==> config.mk <==
export PLATFORM = sky130hd
export DESIGN_NAME = strobe_scheduler
export DESIGN_NICKNAME = d
export VERILOG_FILES = /design/src/rtl/strobe_scheduler.sv
export SDC_FILE = /design/constraint.sdc
export NUM_CORES = 1
export LEC_CHECK = 0
export BUFFER_PORTS_ARGS = -buffer_cell sky130_fd_sc_hd__buf_2
export CAP_MARGIN = 20
export CORE_MARGIN = 2
export CORE_UTILIZATION = 40
export DETAILED_ROUTE_END_ITERATION = 16
export GPL_TIMING_DRIVEN = 0
export MAX_ROUTING_LAYER = met4
export PLACE_DENSITY = 0.58
export RECOVER_POWER = 100
export SETUP_SLACK_MARGIN = 0.2
export SYNTH_ARGS = -nofsm -noshare
export SYNTH_HDL_FRONTEND = slang
export SYNTH_SLANG_ARGS = --single-unit
==> constraint.sdc <==
create_clock -name clk -period 6.8 [get_ports clk]
set_clock_uncertainty 0.15 [all_clocks]
set_input_delay 0.68 -clock clk [delete_from_list [all_inputs] [get_ports clk]]
set_output_delay 0.68 -clock clk [all_outputs]
set_load 0.05 [all_outputs]
==> src/rtl/strobe_scheduler.sv <==
// strobe_scheduler: captures per-channel event strobes with a free-running
// timestamp and drains them one record at a time through a valid/ready port,
// choosing among pending channels in round-robin order.
//
// Ports:
//   clk, rst_n           clock, asynchronous active-low reset
//   strobe[N_CH]         one-cycle event pulses, one per channel
//   en                   capture enable (low: strobes ignored)
//   ts_clr               synchronous clear of the timestamp counter
//   out_valid/out_ready  record handshake
//   out_ch, out_ts       channel and capture timestamp of the record
//   out_lost             events were dropped on out_ch since its last record
//   lost_cnt             saturating count of all dropped events
//
// Optional feature: define TT_DEADTIME_EN to add parameter DEAD and a
// per-channel dead-time window during which further strobes are ignored.
module strobe_scheduler #(
  parameter int unsigned N_CH = 4,
  parameter int unsigned TS_W = 32,
  parameter int unsigned CH_W = 2
`ifdef TT_DEADTIME_EN
  ,
  parameter int unsigned DEAD = 4
`endif
) (
  input  logic            clk,
  input  logic            rst_n,
  input  logic [N_CH-1:0] strobe,
  input  logic            en,
  input  logic            ts_clr,
  output logic            out_valid,
  input  logic            out_ready,
  output logic [CH_W-1:0] out_ch,
  output logic [TS_W-1:0] out_ts,
  output logic            out_lost,
  output logic [7:0]      lost_cnt
);

  localparam int unsigned LOST_W  = 8;
  localparam int unsigned NDROP_W = 5;

  typedef enum logic {
    S_EMPTY = 1'b0,
    S_FULL  = 1'b1
  } state_e;

  state_e              state_q, state_d;
  logic [TS_W-1:0]     ts_q, ts_d;
  logic [N_CH-1:0]     pend_q, pend_d;
  logic [TS_W-1:0]     pend_ts_q [N_CH];
  logic [TS_W-1:0]     pend_ts_d [N_CH];
  logic [N_CH-1:0]     drop_q, drop_d;
  logic [CH_W-1:0]     ptr_q, ptr_d;
  logic [LOST_W-1:0]   lost_q, lost_d;
  logic [CH_W-1:0]     out_ch_q, out_ch_d;
  logic [TS_W-1:0]     out_ts_q, out_ts_d;
  logic                out_lost_q, out_lost_d;
`ifdef TT_DEADTIME_EN
  localparam int unsigned DEAD_W = 8;
  logic [DEAD_W-1:0]   dead_q [N_CH];
  logic [DEAD_W-1:0]   dead_d [N_CH];
`endif

  // Grant search and next-state signals
  logic                gnt_vld_c;
  logic [CH_W-1:0]     gnt_idx_c;
  int unsigned         idx_c;
  logic                load_c;
  logic                cap_c;
  logic [NDROP_W-1:0]  n_drop_c;
  logic [LOST_W:0]     lost_sum_c;

  // Round-robin search: first pending channel at or after ptr, wrapping
  always_comb begin
    gnt_vld_c = 1'b0;
    gnt_idx_c = '0;
    idx_c     = 0;
    for (int unsigned k = 0; k < N_CH; k++) begin
      idx_c = (32'(ptr_q) + k) % N_CH;
      if (!gnt_vld_c && pend_q[CH_W'(idx_c)]) begin
        gnt_vld_c = 1'b1;
        gnt_idx_c = CH_W'(idx_c);
      end
    end
  end

  // Next-state: timestamp, output stage, pending capture and drop accounting
  always_comb begin
    state_d    = state_q;
    ts_d       = ts_q + TS_W'(1);
    pend_d     = pend_q;
    pend_ts_d  = pend_ts_q;
    drop_d     = drop_q;
    ptr_d      = ptr_q;
    lost_d     = lost_q;
    out_ch_d   = out_ch_q;
    out_ts_d   = out_ts_q;
    out_lost_d = out_lost_q;
    n_drop_c   = '0;
    cap_c      = 1'b0;
    lost_sum_c = '0;
`ifdef TT_DEADTIME_EN
    for (int unsigned i = 0; i < N_CH; i++) begin
      dead_d[i] = (dead_q[i] == '0) ? '0 : dead_q[i] - DEAD_W'(1);
    end
`endif

    if (ts_clr) begin
      ts_d = '0;
    end

    // Output register may reload when empty or when the held record is taken
    load_c = (state_q == S_EMPTY) || out_ready;

    if (load_c) begin
      if (gnt_vld_c) begin
        state_d              = S_FULL;
        out_ch_d             = gnt_idx_c;
        out_ts_d             = pend_ts_q[gnt_idx_c];
        out_lost_d           = drop_q[gnt_idx_c];
        pend_d[gnt_idx_c]    = 1'b0;
        drop_d[gnt_idx_c]    = 1'b0;
        ptr_d                = (32'(gnt_idx_c) == N_CH - 1) ? '0 : gnt_idx_c + CH_W'(1);
      end else begin
        state_d = S_EMPTY;
      end
    end

    // A channel being granted this cycle frees its slot, so a new strobe
    // there is captured rather than dropped
    for (int unsigned i = 0; i < N_CH; i++) begin
      cap_c = strobe[i] && en;
`ifdef TT_DEADTIME_EN
      cap_c = cap_c && (dead_q[i] == '0);
`endif
      if (cap_c) begin
        if (pend_q[i] && !(load_c && gnt_vld_c && (gnt_idx_c == CH_W'(i)))) begin
          drop_d[i] = 1'b1;
          n_drop_c  = n_drop_c + NDROP_W'(1);
        end else begin
          pend_d[i]    = 1'b1;
          pend_ts_d[i] = ts_q;
`ifdef TT_DEADTIME_EN
          // Window covers the capture cycle plus DEAD-1 following cycles
          dead_d[i]    = DEAD_W'(DEAD - 1);
`endif
        end
      end
    end

    lost_sum_c = (LOST_W + 1)'(lost_q) + (LOST_W + 1)'(n_drop_c);
    lost_d     = lost_sum_c[LOST_W] ? {LOST_W{1'b1}} : lost_sum_c[LOST_W-1:0];
  end

  // State register
  always_ff @(posedge clk or negedge rst_n) begin
    if (!rst_n) begin
      state_q    <= S_EMPTY;
      ts_q       <= '0;
      pend_q     <= '0;
      pend_ts_q  <= '{default: '0};
      drop_q     <= '0;
      ptr_q      <= '0;
      lost_q     <= '0;
      out_ch_q   <= '0;
      out_ts_q   <= '0;
      out_lost_q <= 1'b0;
`ifdef TT_DEADTIME_EN
      dead_q     <= '{default: '0};
`endif
    end else begin
      state_q    <= state_d;
      ts_q       <= ts_d;
      pend_q     <= pend_d;
      pend_ts_q  <= pend_ts_d;
      drop_q     <= drop_d;
      ptr_q      <= ptr_d;
      lost_q     <= lost_d;
      out_ch_q   <= out_ch_d;
      out_ts_q   <= out_ts_d;
      out_lost_q <= out_lost_d;
`ifdef TT_DEADTIME_EN
      dead_q     <= dead_d;
`endif
    end
  end

  assign out_valid = (state_q == S_FULL);
  assign out_ch    = out_ch_q;
  assign out_ts    = out_ts_q;
  assign out_lost  = out_lost_q;
  assign lost_cnt  = lost_q;

endmodule

# [Word-level counts from Yosys, hierarchy flattened]
# Index checks and enable logic that the tools add are counted.
[classes] div_mod_pow=0 n_reduce_logical=31 n_eq_ne=3 magnitude_cmp=7 n_mux=55 n_mul=0 shifts=0 add_sub_neg=9 bitwise_logic=9
[op_table] cell="$mux 32" n=3
[op_table] cell="$bmux 32 s2" n=1
[op_table] cell="$add 32x1->32 const B" n=1
[op_table] cell="$mux 5" n=6
[op_table] cell="$mux 1" n=29
[op_table] cell="$logic_and 1x1->1" n=17
[op_table] cell="$mux 4" n=4
[op_table] cell="$add 5x1->5 const B" n=3
[op_table] cell="$lt 2x3->1 const B" n=5
[op_table] cell="$bmux 1 s2" n=5
[op_table] cell="$mux 2" n=5
[op_table] cell="$reduce_and 2->1" n=5
[op_table] cell="$add 8x5->9" n=1
[op_table] cell="$and 4x4->4" n=2
[op_table] cell="$mux 8" n=1
[op_table] cell="$logic_not 1->1" n=7
[op_table] cell="$not 1->1" n=5
[op_table] cell="$add 2x1->2 const B" n=2
[op_table] cell="$add 2x2->2 const B" n=2
[op_table] cell="$eq 2x2->1 const B" n=2
[op_table] cell="$not 4->4" n=1
[op_table] cell="$ge 3x3->1 const B" n=1
[op_table] cell="$not 2->3" n=1
[op_table] cell="$demux 1 s2" n=1
[op_table] cell="other kinds (4)" n=4
[totals] latchBits=0 register_bits=214 out_inout_bits=44 memories=0 mem_bits_ro=0 ramBits=0

# [Longest topological paths before layout]
[logic_depth] depth_word=29 ltp_mapped=23 ltp_nobuf=22

# [Worst setup path before layout]
# Ideal clock, no wire load.
[synth_path] path_type="reg-to-reg" start="register pend_q[0]" end="register lost_q[5], in the netlist lost_cnt[5]" path_slack_ps=1923 t_arrival_ps=4601 required_time_ps=6524 stages_incl_launch_ff=23 setup_time_ps=126 synth_period_minus_slack_ps=4877 path_cell_list="dfrtp_1 a21boi_0 o22ai_1 a31oi_2 inv_2 buf_1 ha_1 a21oi_1 ha_1 a31o_2 ha_1 and3_1 o221ai_1 nand2_1 ha_1 mux2_2 ha_1 a21o_1 a21oi_1 nor2b_1 o21ai_0 xor2_1 nand2_1"
[synth_between] elab_chain_len=29
[synth_lines] element="start: declaration" line="49" rtl="logic [N_CH-1:0] pend_q, pend_d;"
[synth_lines] element="start signal: assignment" line="174" rtl="pend_q <= pend_d;"
[synth_lines] element="$bmux 1 s2" line="80" rtl="if (!gnt_vld_c && pend_q[CH_W'(idx_c)]) begin"
[synth_lines] element="$mux 1 (implied by the code)" line="80"
[synth_lines] element="$mux 1" line="80"
[synth_lines] element="$logic_not 1->1" line="80"
[synth_lines] element="$logic_and 1x1->1" line="80"
[synth_lines] element="$mux 1" line="80"
[synth_lines] element="$logic_not 1->1" line="80"
[synth_lines] element="$logic_and 1x1->1" line="80"
[synth_lines] element="(+14 left out)"
[synth_lines] element="$mux 5" line="137" rtl="if (pend_q[i] && !(load_c && gnt_vld_c && (gnt_idx_c == CH_W'(i)))) begin"
[synth_lines] element="$mux 5" line="136" rtl="if (cap_c) begin"
[synth_lines] element="$add 5x1->5" line="139" rtl="n_drop_c = n_drop_c + NDROP_W'(1);"
[synth_lines] element="$mux 5" line="137"
[synth_lines] element="$mux 5 (*)" line="136"
[synth_lines] element="$add 8x5->9 (*)" line="151" rtl="lost_sum_c = (LOST_W + 1)'(lost_q) + (LOST_W + 1)'(n_drop_c);"
[synth_lines] element="$mux 8 (*)" line="152" rtl="lost_d = lost_sum_c[LOST_W] ? {LOST_W{1'b1}} : lost_sum_c[LOST_W-1:0];"
[synth_lines] element="net lost_d[5]" line="54" rtl="logic [LOST_W-1:0] lost_q, lost_d;"
[synth_lines] element="end signal: assignment" line="178" rtl="lost_q <= lost_d;"
[synth_lines] element="end: declaration" line="54"
# The timed path passes the listed nets; every way through them passes the cells marked *. The select of a mux whose other input is x is not followed.
# A chain may end at the register's enable or synchronous reset.

# [Final worst setup path]
# Ends and elaborated chain as after synthesis.

==> results.ini <==
[timing]
setup_tns_ps=0
maxSlewHeadroom_pct=-48.52
max_freq_ghz=0.1750
period_share_pct=84.03
rsz0062_at_grt=no
slew_violations=127
final.min_clock_period_ps=5714
hold_viol=0
holdWs_ps=253.7
finalSetupViolCount=0
tightest_slew_ps=2228

[pwr]
ir_drop_mv=0.2123
leakage_uw=0.005270
powerDensity_nw_per_um2=361.9

[logic_synthesis]
syn_area_um2=9651
synth_edf_count=0
synthDistinctLibCells=48
synthAdderAreaFrac_pct=1.374
yosys-top-cells-area=dfrtp_1 (55%), mux2_2 (11%), mux2i_1 (6.8%)
synthesis.nets=780
synth_seq_cells=214
synth_top_family_by_area=multiplexers
avgSynthCellArea_um2=12.68
yosys_warnings=0
muxShareOfSynthArea_pct=23.06
synth-seq-area-share_pct=55.49
synth_cells=761
synthDominantCellAreaShare_pct=55.49
yosys.area_share.xor_xnor_pct=2.995
synth_most_common_cell=dfrtp_1
synth-simple-area-share_pct=8.609
ys_async_sr_fraction_pct=100.0
synth_top_area_cell=dfrtp_1
synth_flop_cell=dfrtp_1
synth_common_cells=dfrtp_1 (214), mux2_2 (91), nand2_1 (72), mux2i_1 (66), nor2_1 (36)
synth_compound_area_share_pct=5.627

[worst_setup_path]
cp-end-kind=flop
critPathMaxFanout=10
critPathSlowestCell=a31oi_1
crit_required_ps=7030
cp.arrival_ps=5940
critical_path_class=reg -> reg
crit_chain=a21boi_0 > o22ai_1 > a31oi_1 > inv_2 > clkbuf_1 > ha_1 > a21oi_1 > ha_1 > a31o_2 > ha_1 > and3_1 > o221ai_1 > nand2_1 > ha_1 > mux2_2 > ha_1 > a21o_1 > a21oi_1 > nor2b_1 > o21ai_0 > xor2_1 > nand2_1
startpoint_type=flop
crit_top_cell=ha_1
cpPeakStageDelay_ps=560

[floorplanning]
die_h_um=159.3
die_w_um=159.3
ios=53
initial_core_util_pct=40.87
coreArea_um2=23610
die_area_um2=25380
rows=56

[route]
first_pass_iters=6
wl_per_cell_um=17.70
vias=6062
routed_wirelength_um=20870
via_per_inst=5.142
initialDrtViolationCount=312
drc=0
postRouteAntennaNets=0

[finish]
fillers=2248
fin_nets=862
n_antenna_cell=0
area_growth_pct=13.29
layout-drive-gt1-share_pct=18.49

[clocking]
clock_sinks=214
numCtsBuffers=24
cts_tree=yes
htreeDepth=1
clk_latency_ps=510
clockBufferDepth=3
path_clk_slew_ps=60
cts_root_buf=clkbuf_16
cts-resized-gates=0

[grt]
antenna_found_initial=0
grt_use_total_pct=17.50
overflow=0
grt_first_pass_wirelength_um=34830
grt_max_degree=91
grt_pass1_vias=6130

[run_status]
failed_checks=max-capacitance violations, max-slew violations
outcome=finished with violations

[placement]
port_buffers=52
dp_hpwl_um=13510
gp_congestion=0.7468

[job]
drv_cap=2

[min_path]
hold_class=in -> reg

registers in the layout, summed over array words and instances (netlist names):
register	count
pend_ts_q	128
out_ts	32
ts_q	32
lost_cnt	8
drop_q	4
pend_q	4
out_ch	2
ptr_q	2
out_lost	1
out_valid	1
per-stage QoR:
step	std cells	utilization [%]	cell area (µm²)	setup WS [ps]	power (µW)
5_1_grt	1179	46.30	10930	500.8	4173
4_1_cts	1178	47.40	11190	1267	4071
3_3_place_gp	1132	43.66	10310	990.2	2737
6_report	1179	46.30	10930	1086	3957
3_5_place_dp	1134	43.94	10380	1300	2741
2_1_floorplan	761	-	9651	1923	2384
repair_timing:
item                                    in CTS  in global routing
endpoints found under the setup margin       0                  0
buffers inserted                             0                  0
endpoints found under the hold margin       36                  0
hold buffers                                 1                  0
per-layer routing:
metal	share of wire (%)	routed length [µm]	global-route usage [%]	vias to the layer above
met5	0	0	-	-
met1	51	10560	25.59	3057
met3	2.3	484	2.136	32
li1	-	-	-	2883
met4	2.2	468	4.669	0
met2	45	9354	25.87	90
power by group:
group	total (µW)	switching, µW	internal, µW
sequential	1470	78.4	1390
clock	1310	513	796
combinational	1180	785	396
total	3960	1380	2580
worst max-delay path, delay by kind of cell, from the launching register on:
family	cells	cell delay [ps]
AO/OA/AOI/OAI	9	1980
XOR/XNOR	1	170
adder cells (fa/ha/maj)	5	1470
buffers and inverters	2	640
flip-flops	1	450
multiplexers	1	270
AND/OR/NAND/NOR	4	450
layout make-up:
type / instances / area (µm²) / area share, %
inverter: 13 / 48.80 / 0.4463
tap: 319 / 399.1 / 3.651
sequential: 214 / 5355 / 48.98
multi-input combinational: 487 / 3884 / 35.52
clock buffer: 31 / 698.2 / 6.386
timing repair buffer: 56 / 249.0 / 2.277
clock inverter: 12 / 110.1 / 1.007
buffer: 47 / 188.9 / 1.728
cells in the final DEF (no fill, tap or decap), types with 16 or more instances in the layout:
cell type,count
buf_2,16
clkbuf_1,84
clkbuf_16,25
dfrtp_1,214
mux2_1,34
mux2_2,91
mux2i_1,66
nand2_1,72
nand3_1,22
nor2_1,36
o221ai_1,34
xor2_1,19
kinds of logic (layout without fill, tap and decap cells):
family,Yosys count,count (layout)
DFF,214,214
muxes,195,195
and+or+nand+nor,175,175
AOI/OAI and AO/OA,74,74
buffers and inverters,60,159
xor gates and xnor gates,33,33
adders and majority gates,10,10
final timing paths:
check | startpoint | end | slack (ps) | cells after the start
worst max-delay path | pend_q[0] | lost_cnt[5] | 1090 | 22
worst min-delay path | strobe[3] | pend_q[3] | 250 | 3
worst max register to register | pend_q[0] | lost_cnt[5] | 1090 | 22
worst min register to register | out_ch[0] | out_ch[0] | 330 | 2
max in group asynchronous | rst_n | pend_ts_q[121] | 2230 | 3
min in group asynchronous | rst_n | pend_ts_q[71] | 1170 | 2
No activity file was read; power rests on OpenSTA's default activity.
